`src/rtl/vdp_pkg.sv`:
```
// Shared VDP definitions: dot-phase encodings, sprite window width and
// line-buffer entry layout used by the sprite pipeline stages.
package vdp_pkg;

    typedef enum logic [1:0] {
        DS_00 = 2'b00,
        DS_01 = 2'b01,
        DS_11 = 2'b11,
        DS_10 = 2'b10
    } dot_state_t;

    localparam logic [9:0] SP_WINDOW_WIDTH = 10'd256;
    localparam int         LB_ENTRY_W      = 8;
    localparam int         LB_COLOR_W      = 4;

    // Colour 0 is transparent: a sprite dot is present only for a non-zero code.
    function automatic logic sp_is_opaque(input logic [LB_COLOR_W-1:0] color);
        return (color != {LB_COLOR_W{1'b0}});
    endfunction

endpackage

```
`src/rtl/vdp_sprite_display_if.sv`:
```
// Sprite line-buffer display port: pair address, clear strobe and the
// even/odd read data returned one clock after the address.
interface vdp_sprite_display_if;
    import vdp_pkg::*;

    logic [6:0]            line_buffer_display_adr;
    logic                  line_buffer_display_we;
    logic [LB_ENTRY_W-1:0] line_buffer_xeven_q;
    logic [LB_ENTRY_W-1:0] line_buffer_xodd_q;

    modport master (
        output line_buffer_display_adr,
        output line_buffer_display_we,
        input  line_buffer_xeven_q,
        input  line_buffer_xodd_q
    );

    modport slave (
        input  line_buffer_display_adr,
        input  line_buffer_display_we,
        output line_buffer_xeven_q,
        output line_buffer_xodd_q
    );

endinterface

```
`src/rtl/vdp_sprite_display.sv`:
```
// Final sprite stage: reads the sprite line buffer per displayed dot, hands the
// colour to the mixer and clears each buffer pair once it has been read.
module vdp_sprite_display
    import vdp_pkg::*;
(
    input  logic                  reset,
    input  logic                  clk21m,
    input  logic [1:0]            dot_state,
    input  logic [8:0]            dot_counter_x,
    input  logic [2:0]            reg_r27_h_scroll,
    output logic                  sp_color_out,
    output logic [LB_COLOR_W-1:0] sp_color_code,
    output logic                  sp_display_en,
    vdp_sprite_display_if.master  lb
);

    logic [8:0]            x_pix_s;
    logic                  x_in_window_s;
    logic [LB_ENTRY_W-1:0] entry_sel_s;
    logic [LB_COLOR_W-1:0] color_sel_s;
    logic                  entry_unused_s;

    logic [6:0]            adr_r;
    logic                  sel_r;
    logic                  win_r;
    logic                  we_r;
    logic [LB_COLOR_W-1:0] code_r;
    logic                  out_r;
    logic                  en_r;

    logic [6:0]            adr_s;
    logic                  sel_s;
    logic                  win_s;
    logic                  we_s;
    logic [LB_COLOR_W-1:0] code_s;
    logic                  out_s;
    logic                  en_s;

    // Scroll shifts the sprite plane right; the 9-bit wrap puts the first dots above 255.
    assign x_pix_s        = dot_counter_x - {6'd0, reg_r27_h_scroll};
    assign x_in_window_s  = ({1'b0, x_pix_s} < SP_WINDOW_WIDTH);
    assign entry_sel_s    = sel_r ? lb.line_buffer_xodd_q : lb.line_buffer_xeven_q;
    assign color_sel_s    = entry_sel_s[LB_COLOR_W-1:0];
    assign entry_unused_s = ^entry_sel_s[LB_ENTRY_W-1:LB_COLOR_W];

    // Next-state selection driven by the dot phase.
    always_comb begin
        adr_s  = adr_r;
        sel_s  = sel_r;
        win_s  = win_r;
        we_s   = 1'b0;
        code_s = code_r;
        out_s  = out_r;
        en_s   = en_r;
        case (dot_state)
            DS_10: begin
                adr_s = x_pix_s[7:1];
                sel_s = x_pix_s[0];
                win_s = x_in_window_s;
            end
            DS_00: begin
                if (win_r) begin
                    code_s = color_sel_s;
                    out_s  = sp_is_opaque(color_sel_s);
                    en_s   = 1'b1;
                end else begin
                    code_s = {LB_COLOR_W{1'b0}};
                    out_s  = 1'b0;
                    en_s   = 1'b0;
                end
            end
            DS_01: begin
                // The odd dot closes a pair; its read already happened in phase 00.
                we_s = win_r & sel_r;
            end
            DS_11: begin
                we_s = 1'b0;
            end
            default: begin
                we_s = 1'b0;
            end
        endcase
    end

    // Pipeline and output registers.
    always_ff @(posedge clk21m or posedge reset) begin
        if (reset) begin
            adr_r  <= 7'd0;
            sel_r  <= 1'b0;
            win_r  <= 1'b0;
            we_r   <= 1'b0;
            code_r <= {LB_COLOR_W{1'b0}};
            out_r  <= 1'b0;
            en_r   <= 1'b0;
        end else begin
            adr_r  <= adr_s;
            sel_r  <= sel_s;
            win_r  <= win_s;
            we_r   <= we_s;
            code_r <= code_s;
            out_r  <= out_s;
            en_r   <= en_s;
        end
    end

    assign lb.line_buffer_display_adr = adr_r;
    assign lb.line_buffer_display_we  = we_r;
    assign sp_color_code              = code_r;
    assign sp_color_out               = out_r;
    assign sp_display_en              = en_r;

endmodule

```
`src/flat_wrapper.sv`:
```
// flat-port wrapper written by rule: the top's interface ports become plain ports
module vdp_sprite_display_flat import vdp_pkg::*;
  (reset, clk21m, dot_state, dot_counter_x, reg_r27_h_scroll, sp_color_out, sp_color_code, sp_display_en, lb_line_buffer_display_adr, lb_line_buffer_display_we, lb_line_buffer_xeven_q, lb_line_buffer_xodd_q);
  vdp_sprite_display_if lb_i ();
  input  logic reset;
  input  logic clk21m;
  input  logic [1:0] dot_state;
  input  logic [8:0] dot_counter_x;
  input  logic [2:0] reg_r27_h_scroll;
  output logic sp_color_out;
  output logic [LB_COLOR_W-1:0] sp_color_code;
  output logic sp_display_en;
  output wire logic [$bits(lb_i.line_buffer_display_adr)-1:0] lb_line_buffer_display_adr;
  output wire logic [$bits(lb_i.line_buffer_display_we)-1:0] lb_line_buffer_display_we;
  input wire logic [$bits(lb_i.line_buffer_xeven_q)-1:0] lb_line_buffer_xeven_q;
  input wire logic [$bits(lb_i.line_buffer_xodd_q)-1:0] lb_line_buffer_xodd_q;
  assign lb_line_buffer_display_adr = lb_i.line_buffer_display_adr;
  assign lb_line_buffer_display_we = lb_i.line_buffer_display_we;
  assign lb_i.line_buffer_xeven_q = lb_line_buffer_xeven_q;
  assign lb_i.line_buffer_xodd_q = lb_line_buffer_xodd_q;
  vdp_sprite_display u_core (.reset(reset), .clk21m(clk21m), .dot_state(dot_state), .dot_counter_x(dot_counter_x), .reg_r27_h_scroll(reg_r27_h_scroll), .sp_color_out(sp_color_out), .sp_color_code(sp_color_code), .sp_display_en(sp_display_en), .lb(lb_i));
endmodule
```
`config.mk`:
```
export PLATFORM = sky130hd
export DESIGN_NAME = vdp_sprite_display_flat
export DESIGN_NICKNAME = d
export VERILOG_FILES = /design/src/rtl/vdp_pkg.sv /design/src/rtl/vdp_sprite_display_if.sv /design/src/rtl/vdp_sprite_display.sv /design/src/flat_wrapper.sv
export SDC_FILE = /design/constraint.sdc
export NUM_CORES = 1
export LEC_CHECK = 0
export CAP_MARGIN = 30
export CORE_ASPECT_RATIO = 1.2
export CORE_MARGIN = 2
export CORE_UTILIZATION = 40
export CTS_BUF_LIST = sky130_fd_sc_hd__clkbuf_2
export DETAILED_ROUTE_END_ITERATION = 6
export PLACE_DENSITY = 0.89
export SLEW_MARGIN = 20
export SYNTH_ARGS = -nofsm -noshare
export SYNTH_HDL_FRONTEND = slang
export SYNTH_SLANG_ARGS = --single-unit
export TNS_END_PERCENT = 50
```
`constraint.sdc`:
```
create_clock -name clk21m -period 1.63 [get_ports clk21m]
set_input_delay 0.326 -clock clk21m [delete_from_list [all_inputs] [get_ports clk21m]]
set_output_delay 0.326 -clock clk21m [all_outputs]
set_load 0.02 [all_outputs]
```
==> flow_metrics.py <==
metrics = {
    "die": {
        "start_util": 0.423,
        "core_mm2": 0.00207,
        "die_h_um": 55.3,
        "rows": 18,
        "die_w_um": 46.7,
        "io_pins": 46,
        "dieArea_mm2": 0.00258,
    },
    "pwr": {
        "p_switching_w": 0.000351,
        "power.share.clock": 0.160,
        "ir_drop_v": 0.000372,
        "power_frac_seq": 0.463,
        "powerDensity_mw_per_mm2": 745,
        "p_int_w": 0.000725,
        "p_sw_frac": 0.326,
        "combPwrFrac": 0.376,
        "p_leak_nw": 0.795,
    },
    "clocking": {
        "clk_path_buf_depth": 2,
        "cts_tree": "done",
        "h-tree-depth": 1,
        "numCtsBuffers": 3,
        "clkTransAtPathRegs_ns": 0.14,
        "insertion_delay_ns": 0.29,
        "root_buffer": "clkbuf_2",
        "cts_setup_buffers": 0,
        "cts_sinks": 16,
    },
    "yosys": {
        "syn-instance-count": 90,
        "netlist_area_um2": 877,
        "yosysWarnings": 0,
        "synth_nets": 126,
        "yosysSeqAreaShare": 0.456,
        "synth_seq_cells": 16,
        "avgSynthCellArea_um2": 9.75,
        "synthDistinctLibCells": 28,
    },
    "drt": {
        "via_per_inst": 4.80,
        "vias": 836,
        "dr.pass1.iters": 1,
        "ant_nets": 0,
        "drt-total-wl_mm": 2.09,
        "wl_per_cell_um": 12.0,
        "drt_iter0_markers": 0,
        "drc": 0,
    },
    "final_layout": {
        "n_antenna_cell": 0,
        "drive_gt1_frac": 0.208,
        "nets": 181,
        "fillers": 166,
        "syn_to_final_growth_pct": 64.6,
    },
    "worst_setup_path": {
        "critPathKind": "primary input to flip-flop",
        "cp.arrival_ns": 1.78,
        "worstSetupEndpointType": "flip-flop",
        "r2r_slack_ns": 0.17,
        "required_ns": 1.85,
        "cp-start-kind": "primary input",
        "critPathMaxFanout": 3,
    },
    "min_path": {
        "min_path_type": "primary input to async pin",
    },
    "timing": {
        "max_slew_margin": 0.815,
        "finalSetupViolCount": 0,
        "fin_skew_ns": 0.00324,
        "finalMaxSlewViolations": 0,
        "setup_ws_ns": 0.0735,
        "holdWs_ns": 0.309,
        "timing.fmax_mhz": 642,
        "rsz0062_at_grt": "no",
        "tightest_slew_ns": 0.278,
        "hold_violations": 0,
        "period_share": 0.955,
        "period_needed_ns": 1.56,
    },
    "global_routing": {
        "grt_pass1_wl_mm": 3.35,
        "antenna_found_initial": 0,
        "grt_max_degree": 17,
        "grt_pass1_vias": 836,
        "grt_usage": 0.179,
        "grt_overflow": 0,
    },
    "job": {
        "drv_cap": 0,
    },
    "placement": {
        "gp_congestion": 0.792,
        "numPortBuffers": 37,
        "place_ws_ns": -0.496,
        "dp_hpwl_mm": 1.80,
    },
    "run_status": {
        "status": "finished, final reports clean",
    },
}
-- cells in the final DEF, fill, tap and decap left out, types with 4 or more instances in the layout --
cell type / instances
buf_4: 15
clkdlybuf4s50_1: 22
dfrtp_1: 16
dlygate4sd2_1: 5
dlymetal6s2s_1: 10
inv_1: 5
mux2i_1: 4
nand2_1: 13
nor2_1: 7
o21ai_0: 7
o21ai_1: 4
xor2_1: 5
-- state kept, by name, indices dropped and copies added (netlist names) --
signal and count:
u_core.lb.line_buffer_display_adr 7, u_core.lb.line_buffer_display_we 1, u_core.win_r 1, u_core.sel_r 1, u_core.sp_color_code 4, u_core.sp_color_out 1, u_core.sp_display_en 1
-- Yosys cell counts --
| library cell | number | share of area |
|---|---|---|
| a21o_2 | 3 | 0.030 |
| a31oi_1 | 1 | 0.0071 |
| and2b_2 | 1 | 0.010 |
| and4b_2 | 1 | 0.013 |
| buf_6 | 2 | 0.026 |
| clkbuf_1 | 1 | 0.0043 |
| dfrtp_1 | 16 | 0.46 |
| fa_1 | 1 | 0.023 |
| ha_1 | 3 | 0.043 |
| inv_1 | 5 | 0.021 |
| mux2i_1 | 4 | 0.046 |
| nand2_1 | 13 | 0.056 |
| nand2_2 | 2 | 0.014 |
| nand2b_1 | 2 | 0.014 |
| nand3_1 | 2 | 0.011 |
| nand3b_1 | 1 | 0.0086 |
| nand4_1 | 1 | 0.0071 |
| nand4b_1 | 2 | 0.020 |
| nor2_1 | 7 | 0.030 |
| nor2b_1 | 1 | 0.0071 |
| nor3_1 | 1 | 0.0057 |
| o21a_1 | 1 | 0.0086 |
| o21ai_0 | 10 | 0.057 |
| o21ai_1 | 1 | 0.0057 |
| or2_1 | 1 | 0.0071 |
| or4_1 | 1 | 0.0086 |
| xnor2_1 | 1 | 0.010 |
| xor2_1 | 5 | 0.050 |
-- worst max-delay path: stages --
cell             delay, ns
clkdlybuf4s50_1       0.43
buf_4                 0.14
ha_1                  0.31
nand3b_1              0.16
nand4b_1              0.13
xor2_1                0.15
o21ai_0               0.14
-- logic make-up (layout without fill, tap and decap cells) --
family | after synthesis | in the layout | share of synthesized area
adders and majority gates | 4 | 4 | 0.0656
AOI/OAI and AO/OA | 16 | 16 | 0.108
buffers and inverters | 8 | 62 | 0.0514
DFF | 16 | 16 | 0.456
xor gates and xnor gates | 6 | 6 | 0.0599
and+or+nand+nor | 36 | 36 | 0.213
muxes | 4 | 4 | 0.0457
-- power by group through the flow --
stage | Combinational, W | Clock, W | Sequential [W]
6_report | 0.000405 | 0.000172 | 0.000499
3_3_place_gp | 0.000410 | 0 | 0.000505
3_5_place_dp | 0.000425 | 0 | 0.000509
4_1_cts | 0.000416 | 0.000181 | 0.000501
2_1_floorplan | 0.000138 | 0 | 0.000564
5_1_grt | 0.000440 | 0.000198 | 0.000509
-- repair_timing --
action	CTS	global route
pin swaps	1	7
resized for setup	10	12
hold buffers	0	0
setup endpoints to repair	9	14
-- per-layer routing --
layer / vias up / global-route usage / wire length (um)
met4: 0 / 0.0714 / 27
met3: 4 / 0.0294 / 129
li1: 412 / - / -
met5: - / 0 / 0
met1: 389 / 0.179 / 736
met2: 31 / 0.339 / 1200
-- final timing paths --
kind / from / to / cells after the start
worst max-delay path: dot_counter_x[1] / u_core.lb.line_buffer_display_adr[4] / 7
worst min-delay path: reset / u_core.sp_color_code[2] / 3
worst max register to register: u_core.sel_r / u_core.sp_color_out / 3
worst min register to register: u_core.sp_color_code[3] / u_core.sp_color_code[3] / 2
max in group asynchronous: reset / u_core.lb.line_buffer_display_adr[0] / 3
min in group clk21m: reg_r27_h_scroll[0] / u_core.sel_r / 3
-- area by class of cell --
type / count / area, um2 / area share
multi-input cells: 66 / 447 / 0.309
repair buffers: 53 / 522 / 0.361
flip-flops and latches: 16 / 400 / 0.277
inverters: 5 / 18.8 / 0.0130
clock inverters: 1 / 3.75 / 0.00260
well taps: 30 / 37.5 / 0.0260
clock buffers: 3 / 15.0 / 0.0104
-- per-stage QoR --
| step | utilization | TNS, ns | cells | total power, W | instance area [um2] |
|---|---|---|---|---|---|
| 2_1_floorplan | - | 0 | 90 | 0.000702 | 877 |
| 3_5_place_dp | 0.671 | -2.93 | 170 | 0.000934 | 1390 |
| 6_report | 0.697 | 0 | 174 | 0.00108 | 1440 |
| 5_1_grt | 0.697 | 0 | 174 | 0.00115 | 1440 |
| 3_3_place_gp | 0.671 | -2.17 | 170 | 0.000915 | 1390 |
| 4_1_cts | 0.684 | -0.00387 | 174 | 0.00110 | 1420 |
No activity file was read; power rests on OpenSTA's default activity.
==> edit (same settings) <==
`adr_r` no longer has a reset.
--- a/src/rtl/vdp_sprite_display.sv
+++ b/src/rtl/vdp_sprite_display.sv
@@ -85,7 +85,6 @@
     // Pipeline and output registers.
     always_ff @(posedge clk21m or posedge reset) begin
         if (reset) begin
-            adr_r  <= 7'd0;
             sel_r  <= 1'b0;
             win_r  <= 1'b0;
             we_r   <= 1'b0;
@@ -93,7 +92,6 @@
             out_r  <= 1'b0;
             en_r   <= 1'b0;
         end else begin
-            adr_r  <= adr_s;
             sel_r  <= sel_s;
             win_r  <= win_s;
             we_r   <= we_s;
@@ -101,6 +99,10 @@
             out_r  <= out_s;
             en_r   <= en_s;
         end
+    end
+
+    always_ff @(posedge clk21m) begin
+        adr_r <= adr_s;
     end
 
     assign lb.line_buffer_display_adr = adr_r;
Check against the original RTL: not equivalent (a bounded check fails within 4 cycles, from zero or initial values and one cycle with reset high).
==> edit against the original RTL <==
Design area is 4.8% lower. Highest routed layer unchanged. Sequential share of layout area rose by 3.9 points. Die area shrank 5.7%. Maximum frequency down 1.8%. Total power is 6.1% lower. Wire length down 11%. Via count decreased by 13%. Critical endpoint is now u_core.lb.line_buffer_display_adr[6]$_DFFE_PN_. Sequential cell count unchanged. Synthesized area is 6.1% lower. Largest cell class unchanged. Final cell count fell by 14%. Count of clock-buffer cells in the layout did not move. Worst setup slack lost 0.028 ns.
==> edit: results (changes against the original RTL) <==
<table>
<tr><th>Metric</th><th>Value</th></tr>
<tr><th colspan="2">Status</th></tr>
<tr><td>Outcome</td><td>finished clean</td></tr>
<tr><th colspan="2">Placement</th></tr>
<tr><td>Cell area after placement</td><td>0.00133 mm^2 (-4.1%)</td></tr>
<tr><td>Placed wire-length estimate after detailed placement</td><td>1590 um (-12%)</td></tr>
<tr><td>Last weighted congestion value of the routability-driven placer</td><td>0.812 (+2.5%)</td></tr>
<tr><th colspan="2">Cells and area</th></tr>
<tr><td>Clock network area share</td><td>1.36% (+0.065 points)</td></tr>
<tr><td>Inverters excl. clock</td><td>7 (+2)</td></tr>
<tr><td>Count of multi-input combinational gates</td><td>49 (-26%)</td></tr>
<tr><td>Number of fill cells in the layout</td><td>170 (+2.4%)</td></tr>
<tr><td>Number of nets in the final layout</td><td>166 (-8.3%)</td></tr>
<tr><th colspan="2">Pwr</th></tr>
<tr><td>Reported leakage power</td><td>0.701 nW (-12%)</td></tr>
<tr><td>Maximum vdd drop</td><td>432 uV (+16%)</td></tr>
<tr><th colspan="2">Logic synthesis</th></tr>
<tr><td>Number of enable-type register cells in the synthesized netlist</td><td>7 (+7)</td></tr>
<tr><td>Post-synth cell types</td><td>22 (-21%)</td></tr>
<tr><td>Cell types occupying the most area after synthesis</td><td>sky130_fd_sc_hd__dfrtp_1, sky130_fd_sc_hd__edfxtp_1, sky130_fd_sc_hd__mux2i_1</td></tr>
<tr><th colspan="2">Routing</th></tr>
<tr><td>Vias per cell</td><td>4.90 (+2.0%)</td></tr>
<tr><td>Count of TritonRoute iterations in the first routing pass</td><td>2 (+1)</td></tr>
<tr><td>Routed wire length per instance</td><td>12.5 um (+3.8%)</td></tr>
<tr><th colspan="2">Worst setup path</th></tr>
<tr><td>Family with the most delay on the worst path</td><td>simple AND/OR/NAND/NOR gates</td></tr>
<tr><td>Arrival @ worst endpoint</td><td>1.62 ns (-0.16 ns)</td></tr>
<tr><td>Crit. Startpoint</td><td>dot_counter_x[2]</td></tr>
<tr><td>Worst stage delay on the critical path</td><td>0.57 ns (+0.14 ns)</td></tr>
<tr><th colspan="2">GRT</th></tr>
<tr><td>Via count of the first global-routing pass</td><td>789 (-5.6%)</td></tr>
<tr><td>Pin count of the biggest net entering global routing</td><td>10 (-7)</td></tr>
<tr><th colspan="2">Timing</th></tr>
<tr><td>Smallest hold slack</td><td>0.317 ns (+0.00715 ns)</td></tr>
<tr><td>Final worst-path cycle share</td><td>97.2% (+1.7 points)</td></tr>
</table>
edit: layer usage:
metal,up-vias,track usage (%),part of all wire [%]
li1,358,-,-
met1,340,15.5,31
met2,26,34.3,61
met3,6,2.35,4.4
met4,0,12.7,3.3
met5,-,0,0
edit: logic make-up (layout without fill, tap and decap cells):
| group | Yosys count | after routing | share of synthesized area, % |
|---|---|---|---|
| fa+ha+maj | 4 | 4 | 6.99 |
| xor+xnor | 7 | 7 | 7.45 |
| simple gates | 26 | 26 | 17.9 |
| mux | 4 | 4 | 4.86 |
| buf+inv | 9 | 64 | 4.10 |
| compound gates | 8 | 8 | 5.77 |
| flops | 16 | 16 | 52.9 |
edit: report_power, final:
part | internal, mW | switching [mW] | leakage [nW]
sequential | 0.474 | 0.0271 | 0.182
combinational | 0.194 | 0.152 | 0.505
clock | 0.0533 | 0.109 | 0.0140
edit: timing repair:
item | 4_1_cts | 5_1_grt
pin swaps | 8 | 1
gates resized for setup | 12 | 5
setup buffers | 0 | 0
endpoints found under the setup margin | 7 | 6
